### src/rtl/sprite_anim_render.sv
// sprite_anim_render
// Draws a scaled two-frame animated sprite for the end-of-game screens.
// The sprite position is latched once per frame so it never tears, and a
// small IDLE/SHOW/BLINK sequencer gates drawing. Pixel path is two stages:
// stage 1 computes the in-box test and offsets, stage 2 looks the bit up in
// the selected pattern and registers the colour.
//
// Request semantics: start and stop are single-cycle pulses sampled on the
// rising clock edge; there is no ready/acknowledge. stop always wins over a
// simultaneous start, and start outside IDLE is dropped.

module sprite_anim_render #(
   parameter int                         SCALE        = 6,
   parameter int                         SPR_W        = 11,
   parameter int                         SPR_H        = 11,
   parameter logic [SPR_W*SPR_H-1:0]     PATTERN_A    = '0,
   parameter logic [SPR_W*SPR_H-1:0]     PATTERN_B    = '0,
   parameter logic [23:0]                COLOR        = 24'hFFFFFF,
   parameter int                         V_ACTIVE     = 480,
   parameter int                         ANIM_FRAMES  = 15,
   parameter int                         HOLD_FRAMES  = 120,
   parameter int                         BLINK_FRAMES = 20
) (
   input  logic       clk,
   input  logic       reset,
   input  logic [9:0] h_counter,
   input  logic [9:0] v_counter,
   input  logic [9:0] POS_X,
   input  logic [9:0] POS_Y,
   input  logic       start,
   input  logic       stop,
   output logic [7:0] R,
   output logic [7:0] G,
   output logic [7:0] B,
   output logic       busy,
   output logic [1:0] state_dbg
);

   localparam int NPIX   = SPR_W * SPR_H;
   localparam int IDX_W  = (NPIX > 1) ? $clog2(NPIX) : 1;
   localparam int FC_MAX = (HOLD_FRAMES > BLINK_FRAMES) ? HOLD_FRAMES : BLINK_FRAMES;
   localparam int FC_W   = (FC_MAX > 1) ? $clog2(FC_MAX) : 1;
   localparam int AC_W   = (ANIM_FRAMES > 1) ? $clog2(ANIM_FRAMES) : 1;

   // Box extents in screen pixels; 11 bits so px + extent cannot wrap.
   localparam logic [10:0]     BOX_W      = 11'(SPR_W * SCALE);
   localparam logic [10:0]     BOX_H      = 11'(SPR_H * SCALE);
   localparam logic [10:0]     SCALE_V    = 11'(SCALE);
   localparam logic [9:0]      V_TICK     = 10'(V_ACTIVE);
   localparam logic [FC_W-1:0] HOLD_LAST  = FC_W'(HOLD_FRAMES - 1);
   localparam logic [FC_W-1:0] BLINK_LAST = FC_W'(BLINK_FRAMES - 1);
   localparam logic [AC_W-1:0] ANIM_LAST  = AC_W'(ANIM_FRAMES - 1);

   typedef enum logic [1:0] {
      ST_IDLE  = 2'd0,
      ST_SHOW  = 2'd1,
      ST_BLINK = 2'd2
   } state_t;

   state_t            state_q;
   state_t            state_d;
   logic              busy_d;
   logic              draw_en;

   logic              tick_q;
   logic [9:0]        px_q;
   logic [9:0]        py_q;
   logic [FC_W-1:0]   frame_cnt_q;
   logic [AC_W-1:0]   anim_cnt_q;
   logic              anim_sel_q;
   logic              vis_q;

   logic [10:0]       dx;
   logic [10:0]       dy;
   logic              in_box;
   logic              s1_hit_q;
   logic [10:0]       s1_dx_q;
   logic [10:0]       s1_dy_q;

   logic [10:0]       sx;
   logic [10:0]       sy;
   logic [IDX_W-1:0]  pix_idx;
   logic [NPIX-1:0]   pattern;
   logic              lit;

   assign state_dbg = state_q;

   // Frame tick: one cycle, registered, when the scan reaches the first
   // non-visible line.
   always_ff @(posedge clk or negedge reset) begin
      if (!reset) begin
         tick_q <= 1'b0;
      end else begin
         tick_q <= (h_counter == 10'd0) && (v_counter == V_TICK);
      end
   end

   // Position is only taken at the frame tick so a frame never tears.
   always_ff @(posedge clk or negedge reset) begin
      if (!reset) begin
         px_q <= 10'd0;
         py_q <= 10'd0;
      end else if (tick_q) begin
         px_q <= POS_X;
         py_q <= POS_Y;
      end
   end

   // Sequencer state register, with busy registered from the next state.
   always_ff @(posedge clk or negedge reset) begin
      if (!reset) begin
         state_q <= ST_IDLE;
         busy    <= 1'b0;
      end else begin
         state_q <= state_d;
         busy    <= busy_d;
      end
   end

   // Sequencer next-state: stop dominates, start only acts from IDLE.
   always_comb begin
      state_d = state_q;
      if (stop) begin
         state_d = ST_IDLE;
      end else begin
         case (state_q)
            ST_IDLE:  if (start) state_d = ST_SHOW;
            ST_SHOW:  if (tick_q && (frame_cnt_q == HOLD_LAST)) state_d = ST_BLINK;
            ST_BLINK: state_d = ST_BLINK;
            default:  state_d = ST_IDLE;
         endcase
      end
   end

   // Sequencer outputs: draw enable for stage 1 and the next busy value.
   always_comb begin
      draw_en = 1'b0;
      busy_d  = (state_d != ST_IDLE);
      case (state_q)
         ST_SHOW:  draw_en = 1'b1;
         ST_BLINK: draw_en = vis_q;
         default:  draw_en = 1'b0;
      endcase
   end

   // Frame, animation and visibility counters; they move only at frame
   // ticks, except for the clear that accompanies an accepted start.
   always_ff @(posedge clk or negedge reset) begin
      if (!reset) begin
         frame_cnt_q <= '0;
         anim_cnt_q  <= '0;
         anim_sel_q  <= 1'b0;
         vis_q       <= 1'b1;
      end else if (stop) begin
         frame_cnt_q <= frame_cnt_q;
      end else if ((state_q == ST_IDLE) && start) begin
         frame_cnt_q <= '0;
         anim_cnt_q  <= '0;
         anim_sel_q  <= 1'b0;
         vis_q       <= 1'b1;
      end else if (tick_q && (state_q != ST_IDLE)) begin
         if (anim_cnt_q == ANIM_LAST) begin
            anim_cnt_q <= '0;
            anim_sel_q <= ~anim_sel_q;
         end else begin
            anim_cnt_q <= anim_cnt_q + AC_W'(1);
         end

         if (state_q == ST_SHOW) begin
            if (frame_cnt_q == HOLD_LAST) begin
               frame_cnt_q <= '0;
            end else begin
               frame_cnt_q <= frame_cnt_q + FC_W'(1);
            end
         end else begin
            if (frame_cnt_q == BLINK_LAST) begin
               frame_cnt_q <= '0;
               vis_q       <= ~vis_q;
            end else begin
               frame_cnt_q <= frame_cnt_q + FC_W'(1);
            end
         end
      end
   end

   // Stage 1 window test: offsets are zero-extended to 11 bits and the
   // explicit >= checks reject pixels left of / above the sprite.
   always_comb begin
      dx     = {1'b0, h_counter} - {1'b0, px_q};
      dy     = {1'b0, v_counter} - {1'b0, py_q};
      in_box = (h_counter >= px_q) && (dx < BOX_W) &&
               (v_counter >= py_q) && (dy < BOX_H);
   end

   // Stage 1 register: hit already includes the draw enable.
   always_ff @(posedge clk or negedge reset) begin
      if (!reset) begin
         s1_hit_q <= 1'b0;
         s1_dx_q  <= 11'd0;
         s1_dy_q  <= 11'd0;
      end else begin
         s1_hit_q <= in_box && draw_en;
         s1_dx_q  <= dx;
         s1_dy_q  <= dy;
      end
   end

   // Stage 2 lookup: constant division back to source pixels, then the
   // bit of the currently selected animation frame.
   always_comb begin
      sx      = s1_dx_q / SCALE_V;
      sy      = s1_dy_q / SCALE_V;
      pix_idx = IDX_W'(sy) * IDX_W'(SPR_W) + IDX_W'(sx);
      pattern = anim_sel_q ? PATTERN_B : PATTERN_A;
      lit     = s1_hit_q && pattern[pix_idx];
   end

   // Stage 2 register: colour out.
   always_ff @(posedge clk or negedge reset) begin
      if (!reset) begin
         R <= 8'd0;
         G <= 8'd0;
         B <= 8'd0;
      end else begin
         R <= lit ? COLOR[23:16] : 8'd0;
         G <= lit ? COLOR[15:8]  : 8'd0;
         B <= lit ? COLOR[7:0]   : 8'd0;
      end
   end

endmodule

### config.mk
export PLATFORM = sky130hd
export DESIGN_NAME = sprite_anim_render
export DESIGN_NICKNAME = d
export VERILOG_FILES = /design/src/rtl/sprite_anim_render.sv
export SDC_FILE = /design/constraint.sdc
export NUM_CORES = 1
export LEC_CHECK = 0
export ABC_CLOCK_PERIOD_IN_PS = 2310
export BUFFER_PORTS_ARGS = -buffer_cell sky130_fd_sc_hd__buf_2
export CORE_UTILIZATION = 41
export DETAILED_ROUTE_END_ITERATION = 10
export PLACE_DENSITY = 0.84
export SYNTH_ARGS = -nofsm -noshare
export SYNTH_HDL_FRONTEND = slang
export SYNTH_SLANG_ARGS = --single-unit
### constraint.sdc
create_clock -name clk -period 2.31 [get_ports clk]
set_input_delay 0.462 -clock clk [delete_from_list [all_inputs] [get_ports clk]]
set_output_delay 0.462 -clock clk [all_outputs]
set_load 0.01 [all_outputs]
==> results of run 1 <==
-- final cells by class --
| class | count | area, um2 |
|---|---|---|
| Fill cell | 220 | 1040 |
| Multi-Input combinational cell | 82 | 492 |
| Sequential cell | 11 | 275 |
| Timing Repair Buffer | 26 | 130 |
| Tap cell | 27 | 33.8 |
| Clock buffer | 4 | 26.3 |
| Inverter | 2 | 7.51 |
-- worst register-to-register path, delay by kind of cell, from the launching register on --
kind,cells,cell delay [ns]
AOI/OAI and AO/OA,3,0.61
DFF,1,0.47
and+or+nand+nor,1,0.57
-- flip-flops by register name, summed over array words and instances (netlist names) --
name / count
busy: 1
frame_cnt_q: 7
state_dbg: 2
tick_q: 1
-- cell families after synthesis --
family	Yosys count	share of synthesized area, %
mux	1	1.13
compound gates	19	18.8
fa+ha+maj	1	1.42
buf+inv	28	22.9
other cells	1	0.425
simple gates	37	24.1
flops	11	31.2
-- metrics by stage --
| step | cells | instance area [um2] | setup WS [ns] |
|---|---|---|---|
| floorplan | 121 | 970 | 0.730 |
| global placement | 148 | 938 | 0.537 |
| detailed placement | 148 | 938 | 0.489 |
| CTS | 152 | 965 | 0.550 |
| global route | 152 | 965 | 0.454 |
| finish | 152 | 965 | 0.544 |
-- path summary, 6_finish.rpt --
| path | cells past startpoint | slack (ns) | to | from |
|---|---|---|---|---|
| setup / recovery | 4 | 0.54 | frame_cnt_q[6] | state_dbg[1] |
| hold / removal | 1 | 0.04 | busy | reset |
| setup reg to reg | 4 | 0.54 | frame_cnt_q[6] | state_dbg[1] |
| hold reg to reg | 1 | 0.53 | frame_cnt_q[0] | frame_cnt_q[0] |
| max in group asynchronous | 1 | 2.05 | frame_cnt_q[5] | reset |
| min in group clk | 4 | 0.42 | tick_q | h_counter[8] |
-- where the power goes --
part | leakage, uW | switching, uW | internal, uW | total [uW]
registers | 0.000143 | 41.9 | 222 | 264
clock network | 0.0000150 | 67.6 | 66.9 | 135
logic | 0.000279 | 82.6 | 58.1 | 141
total | 0.000437 | 192 | 347 | 540
-- layer usage --
layer  up-vias  routed length (um)
li1        368                   -
met1       369                 672
met2        40                 953
met3        10                 112
met4         0                  49
met5         -                   0
-- cell usage in the layout (no fill, tap or decap), types with 2 or more instances in the layout --
cell type  netlist  final
nand2b_1         2      2
nand3_1          6      6
o21ai_2          2      2
nand4_1          4      4
nor3_1           2      2
o22ai_1          2      2
nor4_1           3      3
o21ai_0          2      2
dfrtp_1         11     11
nor4b_1          2      2
a41oi_1          2      2
o21ai_1          2      2
nand2_1          8      8
buf_2            0     26
a21oi_1          3      3
and3_1           2      2
inv_1            2      2
clkbuf_4         0      3
nor3b_1          2      2
conb_1           1     24
nor2b_1          2      2
==> qor.csv, run 1 <==
stage;metric;value;unit
logic_synthesis;syn_inst;98;
critical_path;cp.arrival;1.92;ns
logic_synthesis;synthDistinctLibCells;34;
critical_path;cp_num_buf_inv;0;
drt;detail-route-antenna-nets;0;
sta;tns;0;ns
critical_path;cp_max_fo;8;
floorplan;die_h;48.4;um
critical_path;crit_chain;or3b_1, a21o_1, a41oi_1, o22ai_1;
drt;detail_route.vias_per_cell;5.18;
sta;timing.hold.ws;0.0434;ns
global_route;grt_use_met3;3.14;%
drt;drc_errors;0;
global_route;grt_first_pass_wirelength;2890;um
critical_path;critPathCaptureType;flop;
global_route;grt_start_max_net_pins;12;
sta;period_minus_slack;1.77;ns
logic_synthesis;ys_top_cells_by_area;dfrtp_1, buf_4, nand3_1;
clock_tree;cts-resized-gates;0;
pwr;power_density;559;nW/um2
global_route;track_usage;15.2;%
job;cap_viol_max_count;0;
sta;clock.fmax;566;MHz
floorplan;initial_core_util;44.1;%
logic_synthesis;synth_edf_count;0;
drt;wl;1790;um
logic_synthesis;synth.avg_cell_area;9.01;um2
clock_tree;hold_buffers;0;
clock_tree;h-tree-depth;1;
floorplan;core;2000;um2
floorplan;rows;16;
global_route;grt_pass1_vias;705;
drt;firstDrtPassIters;4;
global_route;overflow;0;
clock_tree;clock_sinks;11;
sta;post-route-period-util;76.4;%
floorplan;dieArea;2340;um2
clock_tree;cts_setup_buffers;0;
clock_tree;numCtsBuffers;3;
logic_synthesis;postSynthRegisterBits;11;
pwr;ir_drop;0.191;mV
final_layout;drive_above_1_share;27.2;%
logic_synthesis;synth.top_cell.area_share;31.2;%
logic_synthesis;yosysMostFrequentCell;buf_4;
floorplan;chipWidth;48.4;um
sta;setup_viol;0;
clock_tree;cts_tree;yes;
global_route;antenna_found_initial;0;
placed_design;place_hpwl;1410;um
final_layout;nets;171;
pwr;p_total;540;uW
global_route;gr-usage-met2;28.2;%
sta;rsz0062_at_grt;false;
placed_design;gp_congestion;0.873;
clock_tree;root_buffer;clkbuf_4;
clock_tree;clkLatencyLatePin;0.27;ns
worst_hold_path;hold_path.class;in2async;
critical_path;crit_slowest_cell;or3b_1;
logic_synthesis;async_reset_ff_share;100;%
sta;fin_worst_skew;0.00659;ns
sta;finalHoldViolCount;0;
logic_synthesis;ys.warnings.count;0;
final_layout;fin_util;48.2;%
global_route;met1_usage;15.9;%
critical_path;worstPathRequired;2.47;ns
drt;post_drt_wl_per_cell;11.8;um
floorplan;ios;71;
sta;maxSlewViolCount;0;
critical_path;cp_top_family;compound AO/OA/AOI/OAI gates;
placed_design;port_buffers;26;
status;status;completed;
clock_tree;clkSlewWorstSetupHoldPaths;0.07;ns
logic_synthesis;synth_area;883;um2
logic_synthesis;ys_top_cells_by_count;buf_4, dfrtp_1, nand2_1, nand3_1, nand4_1;
logic_synthesis;yosysTopAreaCell;dfrtp_1;
drt;num_vias;787;
clock_tree;clk_path_buf_depth;2;
logic_synthesis;ys_seq_area_share;31.2;%
critical_path;critPathKind;reg2reg;
logic_synthesis;ys.flop_type;dfrtp_1;
critical_path;critPathLaunchType;flop;
final_layout;antenna_cells;0;
global_route;top_usage_layer;met2;
pwr;leakagePower;0.000437;uW
drt;drt_iter0_drc;25;
critical_path;max_stage_delay;0.57;ns
final_layout;area_delta_synth_final;9.21;%
No activity file was read; power rests on OpenSTA's default activity.
==> run 2, diff against run 1 <==
==> config.mk (replaced) <==
export PLATFORM = sky130hd
export DESIGN_NAME = sprite_anim_render
export DESIGN_NICKNAME = d
export VERILOG_FILES = /design/src/rtl/sprite_anim_render.sv
export SDC_FILE = /design/constraint.sdc
export NUM_CORES = 1
export LEC_CHECK = 0
export ABC_CLOCK_PERIOD_IN_PS = 1600
export BUFFER_PORTS_ARGS = -buffer_cell sky130_fd_sc_hd__buf_2
export CORE_UTILIZATION = 35
export DETAILED_ROUTE_END_ITERATION = 10
export PLACE_DENSITY = 0.76
export SYNTH_ARGS = -nofsm -noshare
export SYNTH_HDL_FRONTEND = slang
export SYNTH_SLANG_ARGS = --single-unit
==> constraint.sdc (replaced) <==
create_clock -name clk -period 1.6 [get_ports clk]
set_input_delay 0.32 -clock clk [delete_from_list [all_inputs] [get_ports clk]]
set_output_delay 0.32 -clock clk [all_outputs]
set_load 0.01 [all_outputs]
==> run 2 against run 1 <==
Fmax rose by 17%. Via count is 1.8% higher. Highest routed layer unchanged. Sequential power is 44% higher. Total power up 58%. Setup slack lost 0.46 ns. Cell area increased by 12%. Largest cell class unchanged. Hold slack better by 0.24 ns. Critical path depth up 2.
==> qor.csv, run 2 (synthesis results as in run 1) <==
stage;metric;value;unit
global_route;track_usage;15.2;%
final_layout;largest_reg_flops;7;
global_route;grt_first_pass_wirelength;3040;um
clock_tree;clk_path_buf_depth;2;
critical_path;worstPathRequired;1.81;ns
final_layout;nets;179;
worst_hold_path;hold_path.class;in2reg;
final_layout;final_common_cell;buf_2;
clock_tree;clkSlewWorstSetupHoldPaths;0.07;ns
final_layout;layout_common_cells;buf_2, conb_1, dfrtp_1, nand2_1, buf_4;
drt;drc_errors;0;
global_route;grt_pass1_vias;672;
floorplan;die_h;52.2;um
clock_tree;h-tree-depth;1;
clock_tree;clkLatencyLatePin;0.28;ns
global_route;grt_start_max_net_pins;12;
placed_design;port_buffers;26;
floorplan;chipWidth;52.2;um
drt;detail-route-antenna-nets;0;
placed_design;gp_congestion;0.879;
floorplan;dieArea;2730;um2
global_route;grt_use_met3;2.90;%
clock_tree;clock_sinks;11;
global_route;antenna_found_initial;0;
worst_hold_path;whs_path_depth;4;
placed_design;placed_cells;156;
clock_tree;cts_tree;yes;
final_layout;area_delta_synth_final;22.0;%
clock_tree;numCtsBuffers;3;
pwr;power_density;793;nW/um2
critical_path;cp_max_fo;7;
sta;maxSlewViolCount;0;
critical_path;critPathKind;reg2reg;
floorplan;rows;17;
sta;post-route-period-util;94.6;%
status;status;completed;
floorplan;core;2300;um2
drt;post_drt_wl_per_cell;12.6;um
drt;wl;2030;um
final_layout;top_register;frame_cnt_q;
global_route;met1_usage;17.1;%
placed_design;place_hpwl;1530;um
sta;finalHoldViolCount;0;
drt;detail_route.vias_per_cell;4.98;
critical_path;rr_worst_depth;6;
final_layout;stdcell_area;1080;um2
sta;clock.fmax;660;MHz
critical_path;critPathCaptureType;flop;
global_route;overflow;0;
sta;setup_viol;0;
global_route;top_usage_layer;met2;
final_layout;antenna_cells;0;
drt;firstDrtPassIters;4;
global_route;gr-usage-met2;26.9;%
drt;num_vias;801;
floorplan;ios;71;
sta;fin_worst_skew;0.00265;ns
sta;period_minus_slack;1.51;ns
critical_path;critPathLaunchType;flop;
clock_tree;root_buffer;clkbuf_4;
final_layout;drive_above_1_share;36.8;%
job;cap_viol_max_count;0;
placed_design;dpl_cell_area;992;um2
floorplan;initial_core_util;38.5;%
pwr;leakagePower;0.000480;uW
drt;drt_iter0_drc;20;
critical_path;cp.arrival;1.72;ns
final_layout;instances_no_fill;161;
pwr;ir_drop;0.457;mV
run 2: worst paths after layout:
| kind | end | slack (ns) | startpoint |
|---|---|---|---|
| min reg2reg | frame_cnt_q[1] | 0.58 | frame_cnt_q[1] |
| max in group asynchronous | frame_cnt_q[0] | 0.94 | reset |
| min | tick_q | 0.28 | h_counter[7] |
| max reg2reg | frame_cnt_q[4] | 0.09 | state_dbg[0] |
| min in group asynchronous | frame_cnt_q[2] | 0.45 | reset |
| max | frame_cnt_q[4] | 0.09 | state_dbg[0] |
run 2: critical path, cell delays in order (launching register included):
cell	delay, ns
dfrtp_1	0.39
buf_4	0.16
o21ai_2	0.32
a21o_1	0.30
buf_4	0.15
nand2_1	0.05
o21ai_1	0.07
run 2: cell type report:
class                           count  area [um2]
Clock buffer                        4        26.3
Tap cell                           28        35.0
Sequential cell                    11         275
Inverter                            2        7.51
Fill cell                         222        1220
Timing Repair Buffer               34         193
Multi-Input combinational cell     82         541
run 2: through the flow:
step	setup slack (ns)	util (%)	hold WS, ns	power (uW)	TNS, ns
global placement	0.0243	43.2	0.203	601	0
floorplan	0.0200	-	0.0244	560	0
finish	0.0859	46.9	0.281	854	0
detailed placement	-0.0144	43.2	0.208	615	-0.0251
global route	-0.00578	46.9	0.296	908	-0.00578
CTS	0.0546	45.2	0.277	820	0
run 2: report_power, final:
group | internal [uW] | total [uW] | switching (uW) | leakage (uW)
Combinational | 127 | 274 | 148 | 0.000322
Clock | 96.8 | 199 | 102 | 0.0000150
Sequential | 321 | 381 | 59.7 | 0.000143
run 2: metal layers:
layer | vias up | routed length (um)
li1 | 382 | -
met1 | 387 | 807
met2 | 28 | 1110
met3 | 4 | 86
met4 | 0 | 35
met5 | - | 0
run 2: what timing repair did:
item,in CTS,in global routing
hold endpoints to repair,11,0
buffers inserted,0,0
endpoints found under the setup margin,3,4
hold buffers,1,0
gates cloned,0,0
pin swaps,1,5
gates resized for setup,2,7
==> run 3, diff against run 2 <==
==> config.mk (replaced) <==
export PLATFORM = sky130hd
export DESIGN_NAME = sprite_anim_render
export DESIGN_NICKNAME = d
export VERILOG_FILES = /design/src/rtl/sprite_anim_render.sv
export SDC_FILE = /design/constraint.sdc
export NUM_CORES = 1
export LEC_CHECK = 0
export ABC_CLOCK_PERIOD_IN_PS = 1730
export BUFFER_PORTS_ARGS = -buffer_cell sky130_fd_sc_hd__buf_2
export CORE_UTILIZATION = 38
export DETAILED_ROUTE_END_ITERATION = 10
export PLACE_DENSITY = 0.78
export SYNTH_ARGS = -nofsm -noshare
export SYNTH_HDL_FRONTEND = slang
export SYNTH_SLANG_ARGS = --single-unit
==> constraint.sdc (replaced) <==
create_clock -name clk -period 1.73 [get_ports clk]
set_input_delay 0.346 -clock clk [delete_from_list [all_inputs] [get_ports clk]]
set_output_delay 0.346 -clock clk [all_outputs]
set_load 0.01 [all_outputs]
==> run 3 against run 2 <==
Cell area down 6.6%. Combinational power down 24%. Clock power down 12%. Sequential share of layout area up 1.8 points. Setup slack better by 0.023 ns. Fmax down 6.6%. Die area down 7.6%. Largest power group unchanged.
==> qor.csv, run 3 (synthesis results as in run 1) <==
stage;metric;value;unit
status;status;completed;
global_route;grt_first_pass_wirelength;2800;um
final_layout;num-fill-cells;226;
clock_tree;h-tree-depth;1;
final_layout;nets;176;
clock_tree;root_buffer;clkbuf_4;
pwr;power_density;722;nW/um2
sta;finalHoldViolCount;0;
drt;detail-route-antenna-nets;0;
floorplan;initial_core_util;40.3;%
critical_path;r2r_start;frame_cnt_q[0];
critical_path;startpoint;frame_cnt_q[0];
final_layout;drive_above_1_share;29.2;%
critical_path;critPathCaptureType;flop;
sta;rsz0062_at_grt;false;
drt;drt_iter0_drc;21;
floorplan;ios;71;
sta;tns;0;ns
final_layout;area_delta_synth_final;13.9;%
pwr;ir_drop;0.318;mV
floorplan;die_h;50.2;um
floorplan;dieArea;2520;um2
final_layout;layout_common_cells;buf_2, conb_1, dfrtp_1, nand2_1, nand3_1;
critical_path;r2r-end;frame_cnt_q[3];
final_layout;final_common_cell;buf_2;
clock_tree;clkLatencyLatePin;0.27;ns
placed_design;place_hpwl;1360;um
critical_path;cp.arrival;1.77;ns
clock_tree;clkSlewWorstSetupHoldPaths;0.07;ns
critical_path;critPathLaunchType;flop;
drt;firstDrtPassIters;4;
critical_path;endpoint;frame_cnt_q[3];
final_layout;largest_reg_flops;7;
placed_design;port_buffers;26;
job;cap_viol_max_count;0;
critical_path;worstPathRequired;1.88;ns
critical_path;rrSetupSlack;0.11;ns
clock_tree;numCtsBuffers;3;
clock_tree;clock_sinks;11;
global_route;grt_start_max_net_pins;12;
clock_tree;cts-resized-gates;0;
global_route;track_usage;14.7;%
placed_design;gp_congestion;0.879;
sta;setup_viol;0;
sta;fin_worst_skew;0.000670;ns
final_layout;top_register;frame_cnt_q;
pwr;leakagePower;0.000461;uW
sta;post-route-period-util;93.7;%
final_layout;multi_input_area;492;um2
floorplan;rows;17;
clock_tree;clk_path_buf_depth;2;
sta;period_minus_slack;1.62;ns
clock_tree;cts_setup_buffers;0;
critical_path;critPathKind;reg2reg;
sta;clock.fmax;617;MHz
floorplan;chipWidth;50.2;um
final_layout;antenna_cells;0;
worst_hold_path;hold_path.class;in2reg;
drt;num_vias;774;
drt;wl;1670;um
global_route;antenna_found_initial;0;
drt;post_drt_wl_per_cell;10.6;um
drt;drc_errors;0;
final_layout;fin_util;45.9;%
drt;detail_route.vias_per_cell;4.90;
final_layout;seqCellArea;275;um2
sta;maxSlewViolCount;0;
critical_path;rr_worst_depth;5;
floorplan;core;2190;um2
clock_tree;cts_tree;yes;
critical_path;cp_max_fo;5;
global_route;grt_pass1_vias;683;
global_route;overflow;0;
## run 3: worst max-delay path, cell delays in order, from the launching register on
cell and delay [ns]:
dfrtp_1 0.40, ha_1 0.24, nor4b_1 0.25, nand3b_1 0.22
a41oi_1 0.28, o22ai_1 0.11
## run 3: power breakdown
part | total, uW | switching, uW | internal, uW | leakage, uW
clock | 175 | 85.7 | 89.4 | 0.0000150
combinational | 208 | 119 | 88.4 | 0.000303
sequential | 343 | 46.0 | 297 | 0.000143
## run 3: per-layer routing
layer	vias up	GRT usage [%]	routed length, um
met2	32	25.6	871
met5	-	0	0
met1	361	16.4	664
met3	5	2.12	92
li1	376	-	-
met4	0	9.52	45
## run 3: worst min-delay path by stage
stage          cells after the start     end         start  slack [ns]
2_1_floorplan                      0    busy         reset        0.05
3_3_place_gp                       1    busy         reset        0.23
3_5_place_dp                       1    busy         reset        0.23
4_1_cts                            4  tick_q  h_counter[8]        0.29
5_1_grt                            4  tick_q  h_counter[8]        0.30
6_report                           4  tick_q  h_counter[8]        0.30
## run 3: metrics by stage
stage	std cells	power [uW]	setup WS [ns]	hold slack, ns	instance area, um2
finish	158	726	0.109	0.297	1010
global route	158	781	0.0253	0.302	1010
CTS	158	737	0.131	0.291	1010
detailed placement	153	554	0.0907	0.232	970
global placement	153	542	0.0964	0.230	970
floorplan	121	518	0.150	0.0504	970
## run 3: timing repair
item                                    4_1_cts  5_1_grt
hold endpoints to repair                     11        0
endpoints found under the setup margin        0        0
hold buffers                                  1        0
## run 3: layout make-up
cell class | instances | share of cell area, %
sequential | 11 | 27.4
timing repair buffer | 31 | 16.9
tap | 28 | 3.48
multi-input combinational | 82 | 48.9
clock buffer | 4 | 2.61
inverter | 2 | 0.746
